## src/rtl/sfp_acc_ctrl.sv

```systemverilog
// sfp_acc_ctrl: per-tile sequencer popping ofifo rows and issuing aligned pmsm read / SFP / write-back controls.
// Optional define SFP_CTRL_PERF_EN adds the stall_cnt performance counter output.
module sfp_acc_ctrl #(
  parameter int addr_w = 7
) (
  input  logic              clk,
  input  logic              reset,
  input  logic              start,
  input  logic [addr_w:0]   num_rows,
  input  logic [addr_w-1:0] base_addr,
  input  logic              acc_en,
  input  logic              relu_en,
  input  logic              ofifo_valid,
  output logic              ofifo_rd,
  output logic              pmsm_rd,
  output logic [addr_w-1:0] pmsm_rd_addr,
  output logic              pmsm_wr,
  output logic [addr_w-1:0] pmsm_wr_addr,
  output logic              zero_pmsm,
  output logic              en_relu,
  output logic              busy,
  output logic              done
`ifdef SFP_CTRL_PERF_EN
  ,
  output logic [15:0]       stall_cnt
`endif
);

  typedef enum logic [1:0] {
    IDLE  = 2'd0,
    RUN   = 2'd1,
    DRAIN = 2'd2,
    DONE  = 2'd3
  } state_t;

  localparam logic [addr_w:0]   MAX_ROWS = {1'b1, {addr_w{1'b0}}};
  localparam logic [addr_w:0]   ONE_ROW  = {{addr_w{1'b0}}, 1'b1};
  localparam logic [addr_w:0]   NO_ROWS  = {(addr_w + 1){1'b0}};
  localparam logic [addr_w-1:0] ZERO_A   = {addr_w{1'b0}};
  localparam logic [addr_w-1:0] ONE_A    = {{(addr_w - 1){1'b0}}, 1'b1};

  state_t            state_r;
  logic [addr_w:0]   remaining_r;
  logic [addr_w-1:0] next_addr_r;
  logic              acc_cfg_r;
  logic              en_relu_r;
  logic              busy_r;
  logic              done_r;
  logic [2:0]        vld_r;
  logic [addr_w-1:0] addr_r [3];
  logic              pmsm_rd_r;
  logic              zero_pmsm_r;
  logic [addr_w:0]   rows_clamped_s;
  logic              accept_s;

  assign rows_clamped_s = (num_rows > MAX_ROWS) ? MAX_ROWS : num_rows;
  assign accept_s       = (state_r == RUN) && ofifo_valid && (remaining_r != NO_ROWS);

  // Pass FSM: latches config on start, counts accepted rows, waits for the pipeline to drain.
  always_ff @(posedge clk or posedge reset) begin
    if (reset) begin
      state_r     <= IDLE;
      remaining_r <= NO_ROWS;
      next_addr_r <= ZERO_A;
      acc_cfg_r   <= 1'b0;
      en_relu_r   <= 1'b0;
      busy_r      <= 1'b0;
      done_r      <= 1'b0;
    end else begin
      case (state_r)
        IDLE: begin
          done_r <= 1'b0;
          if (start) begin
            acc_cfg_r   <= acc_en;
            next_addr_r <= base_addr;
            remaining_r <= rows_clamped_s;
            if (num_rows != NO_ROWS) begin
              state_r   <= RUN;
              busy_r    <= 1'b1;
              en_relu_r <= relu_en;
            end else begin
              state_r <= DONE;
              done_r  <= 1'b1;
            end
          end
        end
        RUN: begin
          if (accept_s) begin
            remaining_r <= remaining_r - ONE_ROW;
            next_addr_r <= next_addr_r + ONE_A;
            if (remaining_r == ONE_ROW) begin
              state_r <= DRAIN;
            end
          end
        end
        DRAIN: begin
          // Only the write stage left in flight: it retires this edge, so done lands right after it.
          if (vld_r[1:0] == 2'b00) begin
            state_r   <= DONE;
            busy_r    <= 1'b0;
            en_relu_r <= 1'b0;
            done_r    <= 1'b1;
          end
        end
        DONE: begin
          state_r <= IDLE;
          done_r  <= 1'b0;
        end
        default: begin
          state_r   <= IDLE;
          busy_r    <= 1'b0;
          en_relu_r <= 1'b0;
          done_r    <= 1'b0;
        end
      endcase
    end
  end

  // Row pipeline: valid/tag shift register aligning pmsm read, SFP zero-select and write-back.
  always_ff @(posedge clk or posedge reset) begin
    if (reset) begin
      vld_r       <= 3'b000;
      addr_r[0]   <= ZERO_A;
      addr_r[1]   <= ZERO_A;
      addr_r[2]   <= ZERO_A;
      pmsm_rd_r   <= 1'b0;
      zero_pmsm_r <= 1'b0;
    end else begin
      vld_r       <= {vld_r[1:0], accept_s};
      addr_r[0]   <= next_addr_r;
      addr_r[1]   <= addr_r[0];
      addr_r[2]   <= addr_r[1];
      pmsm_rd_r   <= accept_s & acc_cfg_r;
      zero_pmsm_r <= vld_r[0] & ~acc_cfg_r;
    end
  end

  assign ofifo_rd     = accept_s;
  assign pmsm_rd      = pmsm_rd_r;
  assign pmsm_rd_addr = addr_r[0];
  assign zero_pmsm    = zero_pmsm_r;
  assign pmsm_wr      = vld_r[2];
  assign pmsm_wr_addr = addr_r[2];
  assign en_relu      = en_relu_r;
  assign busy         = busy_r;
  assign done         = done_r;

`ifdef SFP_CTRL_PERF_EN
  logic [15:0] stall_cnt_r;

  // Stall counter: RUN cycles starved by an empty ofifo, saturating, held after done.
  always_ff @(posedge clk or posedge reset) begin
    if (reset) begin
      stall_cnt_r <= 16'h0000;
    end else if ((state_r == IDLE) && start) begin
      stall_cnt_r <= 16'h0000;
    end else if ((state_r == RUN) && (remaining_r != NO_ROWS) && !ofifo_valid &&
                 (stall_cnt_r != 16'hFFFF)) begin
      stall_cnt_r <= stall_cnt_r + 16'h0001;
    end else begin
      stall_cnt_r <= stall_cnt_r;
    end
  end

  assign stall_cnt = stall_cnt_r;
`endif

endmodule

```

## config.mk

```make
export PLATFORM = sky130hd
export DESIGN_NAME = sfp_acc_ctrl
export DESIGN_NICKNAME = d
export VERILOG_FILES = /design/src/rtl/sfp_acc_ctrl.sv
export SDC_FILE = /design/constraint.sdc
export NUM_CORES = 1
export LEC_CHECK = 0
export BUFFER_PORTS_ARGS = -buffer_cell sky130_fd_sc_hd__buf_2
export CAP_MARGIN = 20
export CORE_MARGIN = 2
export CORE_UTILIZATION = 55
export CTS_BUF_LIST = sky130_fd_sc_hd__clkbuf_4 sky130_fd_sc_hd__clkbuf_8
export CTS_CLUSTER_DIAMETER = 30
export CTS_CLUSTER_SIZE = 40
export DETAILED_ROUTE_END_ITERATION = 8
export GPL_ROUTABILITY_DRIVEN = 0
export PLACE_DENSITY = 0.79
export SYNTH_ARGS = -nofsm -noshare
export SYNTH_HDL_FRONTEND = slang
export SYNTH_SLANG_ARGS = --single-unit
```

## constraint.sdc

```tcl
create_clock -name clk -period 2.5 [get_ports clk]
set_input_delay 0.5 -clock clk [delete_from_list [all_inputs] [get_ports clk]]
set_output_delay 0.5 -clock clk [all_outputs]
set_load 0.02 [all_outputs]
```

==> Yosys cells after proc, flatten, opt, wreduce, memory -nomap -nowiden <==
Cells that the tools add are included.
{ "op_classes": {"n_mux": 24, "add_sub_neg": 2, "n_reduce_logical": 14, "eq_ne": 9, "bitwise": 3, "order_cmp": 1} }
{ "op_table": {"columns": ["operator", "n"], "rows": [
  ["2-to-1 mux 8 bit", 3],
  ["case mux 8 bit (2 select lines)", 1],
  ["nonzero test 8 bit", 2],
  ["2-to-1 mux 7 bit", 2],
  ["case mux 7 bit (2 select lines)", 1],
  ["2-to-1 mux 2 bit", 5],
  ["equality test 8 x 1 -> 1 bit, second input constant", 1],
  ["> comparator 8 bit, second input constant", 1],
  ["2-to-1 mux 1 bit", 8],
  ["!= test 2 bit, second input constant", 4],
  ["case mux 2 bit (4 select lines)", 1],
  ["AND reduction 4 bit", 2],
  ["subtractor 8 x 1 -> 8 bit, second input constant", 1],
  ["adder 7 x 1 -> 7 bit, second input constant", 1],
  ["equality test 2 bit, second input constant", 2],
  ["logical NOT 2 bit", 2],
  ["case mux 1 bit (2 select lines)", 2],
  ["AND reduction 2 bit", 2],
  ["nonzero test 2 bit", 2],
  ["case mux 1 bit (3 select lines)", 1],
  ["AND reduction 3 bit", 1],
  ["nonzero test 3 bit", 1],
  ["bitwise AND 1 bit", 2],
  ["equality test 2 x 1 -> 1 bit, second input constant", 1],
  ["other kinds (3)", 4]
]} }
{ "word_totals": {"output_inout_bits": 21, "ff_bits": 47, "in_bits": 21} }

==> Depth between registers and ports, before layout <==
{ "depth": {"ltp_word": 5, "ltp_mapped": 9, "depth_no_buf": 6} }

==> Worst setup path after synthesis <==
No wires, ideal clock.
{ "synth_path": {"kind": "reg2reg", "startpoint": "register state_r[0]", "endpoint": "register next_addr_r[4]", "stages_incl_launch_ff": 8, "path_slack_ns": 0.563, "required_time_ns": 2.431, "period_less_slack_ns": 1.937, "setup_time_ns": 0.069, "arrival_ns": 1.868, "n_path_buf": 1, "cell_sequence": "dfrtp_1 -> inv_1 -> ha_1 -> buf_2 -> mux2_2 -> o211ai_4 -> or4b_2 -> nand3_1"} }
{ "synth_via": {"elab_chain_cells": 5, "word_cells_on_any_way": 9, "classes_between": "eq/ne (3); mux (1); reduce/logical (5)"} }
{ "synth_lines": {"columns": ["element", "line_no", "text"], "rows": [
  ["from (decl)", "42", "state_t state_r;"],
  ["from (signal assigned)", "62", "state_r <= IDLE;"],
  ["from (signal assigned)", "78", "state_r <= RUN;"],
  ["from (signal assigned)", "82", "state_r <= DONE;"],
  ["equality test 2 x 1 -> 1 bit", "57, 70", null],
  ["logical AND 1 bit (2 in series)", "57", "assign accept_s = (state_r == RUN) && ofifo_valid && (remaining_r != NO_ROWS);"],
  ["!= test 2 bit (no line)", null, null],
  ["AND reduction 3 bit (no line)", null, null],
  ["to (signal assigned)", "75", "next_addr_r <= base_addr;"],
  ["to (signal assigned)", "90", "next_addr_r <= next_addr_r + ONE_A;"],
  ["to (decl)", "44", "logic [addr_w-1:0] next_addr_r;"]
]} }
Parallel ways exist; a longest one is shown, timed or not.
A chain may end at the register's enable or synchronous reset.

==> Final worst setup path <==
{ "layout_path": {"startpoint": "register remaining_r[0]", "endpoint": "output ofifo_rd"} }
{ "layout_via": {"elab_chain_cells": 2} }
{ "layout_lines": {"columns": ["element", "line_no", "text"], "rows": [
  ["from (decl)", "43", "logic [addr_w:0] remaining_r;"],
  ["from (signal assigned)", "76", "remaining_r <= rows_clamped_s;"],
  ["from (signal assigned)", "89", "remaining_r <= remaining_r - ONE_ROW;"],
  ["nonzero test 8 bit", "57", null],
  ["logical AND 1 bit", "57", null],
  ["to (decl)", "14", "output logic ofifo_rd,"]
]} }
Every way passes these cells.

==> flow_summary.toml <==
[placed_design]
dp_slack_ns = 0.307
placed_area_um2 = 2390
dp.cells = 281
dp_hpwl_um = 3100
numPortBuffers = 41

[synthesis]
synth_flop_cell = "dfrtp_1"
synth_top_family_by_area = "simple AND/OR/NAND/NOR gates"
synth_xor_area_frac = 0
ys_seq_area_frac = 0.524
synth-simple-area-share = 0.160
ys_async_sr_fraction = 1.00
syn_inst = 208
synth_adder_area_share = 0.0502
yosysWarningCount = 0
synth_compound_area_frac = 0.142
synth_area_um2 = 2240
synth-seq-cells = 47
synth_mux_area_frac = 0.0368
synth_nets = 238
synth_cell_types = 42
synth_enable_flop_cells = 0
synth.avg_cell_area_um2 = 10.8

[grt]
grt_max_degree = 48
antenna_found_initial = 0
grt_pass1_wl_um = 6930
grt_pass1_vias = 1511
grt_usage = 0.203
gr-total-overflow = 0

[worst_setup_path]
crit_fanout = 4
cp_data_required_time_ns = 2.00
crit_type = "reg2out"
end_kind = "output pin"
critical_path_arrival_ns = 1.96
crit_path_start_kind = "flip-flop"

[timing]
tns_ns = 0
setup_viol = 0
fin_skew_ns = 0.00273
max_freq_ghz = 0.407
period_share = 0.984
fin_crit_ns = 2.46
drv_slew = 0
relSlewSlack = 0.462
hold_viol_final = 0
whs_ns = 0.343
tightest_slew_ns = 0.800
timing.final.ws_setup_ns = 0.0412

[floorplanning]
start_util = 0.565
ios = 42
dieWidth_um = 67.9
die_area_um2 = 4610
core_area_um2 = 3970
die_h_um = 67.9
rows = 23

[clock_network]
clk_latency_ns = 0.29
cts_tree = "yes"
post_cts_buffers = 0
root_buffer = "clkbuf_8"
clk_pin_slew_ns = 0.08
htreeDepth = 2
clockBufferDepth = 2
cts_buffers = 5
clock_sinks = 47

[power_and_ir_drop]
irDropWorstVdd_mv = 0.448
power_frac_clock = 0.141
comb_power_share = 0.448
power_density_nw_per_um2 = 1330
p_seq_frac = 0.411
intPower_mw = 1.93
power.share.switching = 0.420
power_mw = 3.32
p_switching_mw = 1.39
leakagePower_nw = 1.17

[routing]
viasPerCell = 5.53
drt-initial-drc-count = 81
num_vias = 1597
drc = 0
routedWlPerCell_um = 14.6
ant_nets = 0
dr.pass1.iters = 4
wl_um = 4220

[finish]
drive_gt1_frac = 0.276
fin_util = 0.628
n_antenna_cell = 0
mostFrequentLayoutCells = "47 x dfrtp_1, 41 x buf_2, 12 x inv_1"
final_cells = 289
final_common_cell = "dfrtp_1"
finalInstanceArea_um2 = 2490
final_nets = 268
syn_to_final_growth_pct = 11.2

[job]
max-cap-violations = 0

[hold_path]
holdCritPathClass = "in2async"

[outcome]
run_status = "finished clean"
-- cells in the mapped netlist (2+ instances only) --
master	number	area, um^2
nor2b_1	4	25.0
nand2_1	11	41.3
mux2_2	2	22.5
a32oi_1	3	26.3
buf_4	15	113
nand2b_1	2	12.5
dfrtp_1	47	1180
inv_1	13	48.8
a31oi_1	4	25.0
nor3b_1	3	22.5
a21oi_1	9	45.0
mux2i_1	6	60.1
or4b_2	3	30.0
nor2_1	11	41.3
buf_2	2	10.0
o211ai_1	6	45.0
clkbuf_1	2	7.51
a22oi_1	2	15.0
nor3_1	4	20.0
nor4_1	6	37.5
ha_1	9	113
o22ai_1	7	43.8
nand3_1	11	55.1
o21ai_0	7	35.0
and2_1	2	12.5
-- metal layers --
metal  vias to the layer above  GRT usage  share of wire
li1                        793          -              -
met1                       760      0.277           0.45
met3                         2     0.0362          0.046
met2                        42      0.330           0.49
met4                         0     0.0675         0.0066
met5                         -          0              0
-- worst max-delay path: stages (launching register included) --
cell     delay, ns
dfrtp_1       0.42
inv_1         0.12
ha_1          0.18
or3b_2        0.51
o211a_4       0.27
buf_2         0.16
-- cell type report --
cell class | instances | area (um^2)
fillers | 344 | 1480
flip-flops and latches | 47 | 1180
multi-input cells | 127 | 881
repair buffers | 44 | 228
clock buffers | 6 | 82.6
well taps | 50 | 62.6
inverters | 13 | 48.8
clock inverters | 2 | 16.3
-- cells by family (layout without fill, tap and decap cells) --
family	after synthesis	count (layout)
and+or+nand+nor	65	65
muxes	8	8
adders and majority gates	9	9
buffers and inverters	34	65
DFF	47	47
AOI/OAI and AO/OA	45	45
-- state kept, by name, indices dropped and copies added, names as in the netlist --
| register | count |
|---|---|
| done | 1 |
| state_r | 2 |
| pmsm_wr_addr | 7 |
| pmsm_rd | 1 |
| busy | 1 |
| remaining_r | 8 |
| acc_cfg_r | 1 |
| pmsm_rd_addr | 7 |
| vld_r | 3 |
| addr_r | 7 |
| next_addr_r | 7 |
| zero_pmsm | 1 |
| en_relu | 1 |
-- what timing repair did --
item,CTS,global route
hold buffers,0,0
setup endpoints to repair,0,1
resized for setup,0,1
-- power groups by stage --
stage          registers, mW  clock network, mW  logic (mW)
6_report                1.36              0.469        1.49
5_1_grt                 1.43              0.516        1.65
4_1_cts                 1.37              0.482        1.48
3_5_place_dp            1.38                  0        1.48
3_3_place_gp            1.36                  0        1.43
2_1_floorplan           1.36                  0        1.24
-- path summary, 6_finish.rpt --
path / start / endpoint / slack, ns / cells after the start
setup / recovery: remaining_r[0]$_DFFE_PP0P_ / ofifo_rd / 0.04 / 5
hold / removal: reset / en_relu$_DFFE_PP0P_ / 0.34 / 3
setup reg to reg: remaining_r[0]$_DFFE_PP0P_ / next_addr_r[0]$_DFFE_PP0P_ / 0.25 / 7
hold reg to reg: addr_r[7]$_DFF_PP0_ / pmsm_wr_addr[0]$_DFF_PP0_ / 0.36 / 0
max in group asynchronous: reset / next_addr_r[6]$_DFFE_PP0P_ / 1.77 / 3
min in group clk: addr_r[7]$_DFF_PP0_ / pmsm_wr_addr[0]$_DFF_PP0_ / 0.36 / 0
Note: power is estimated with default switching activity, not from simulation.
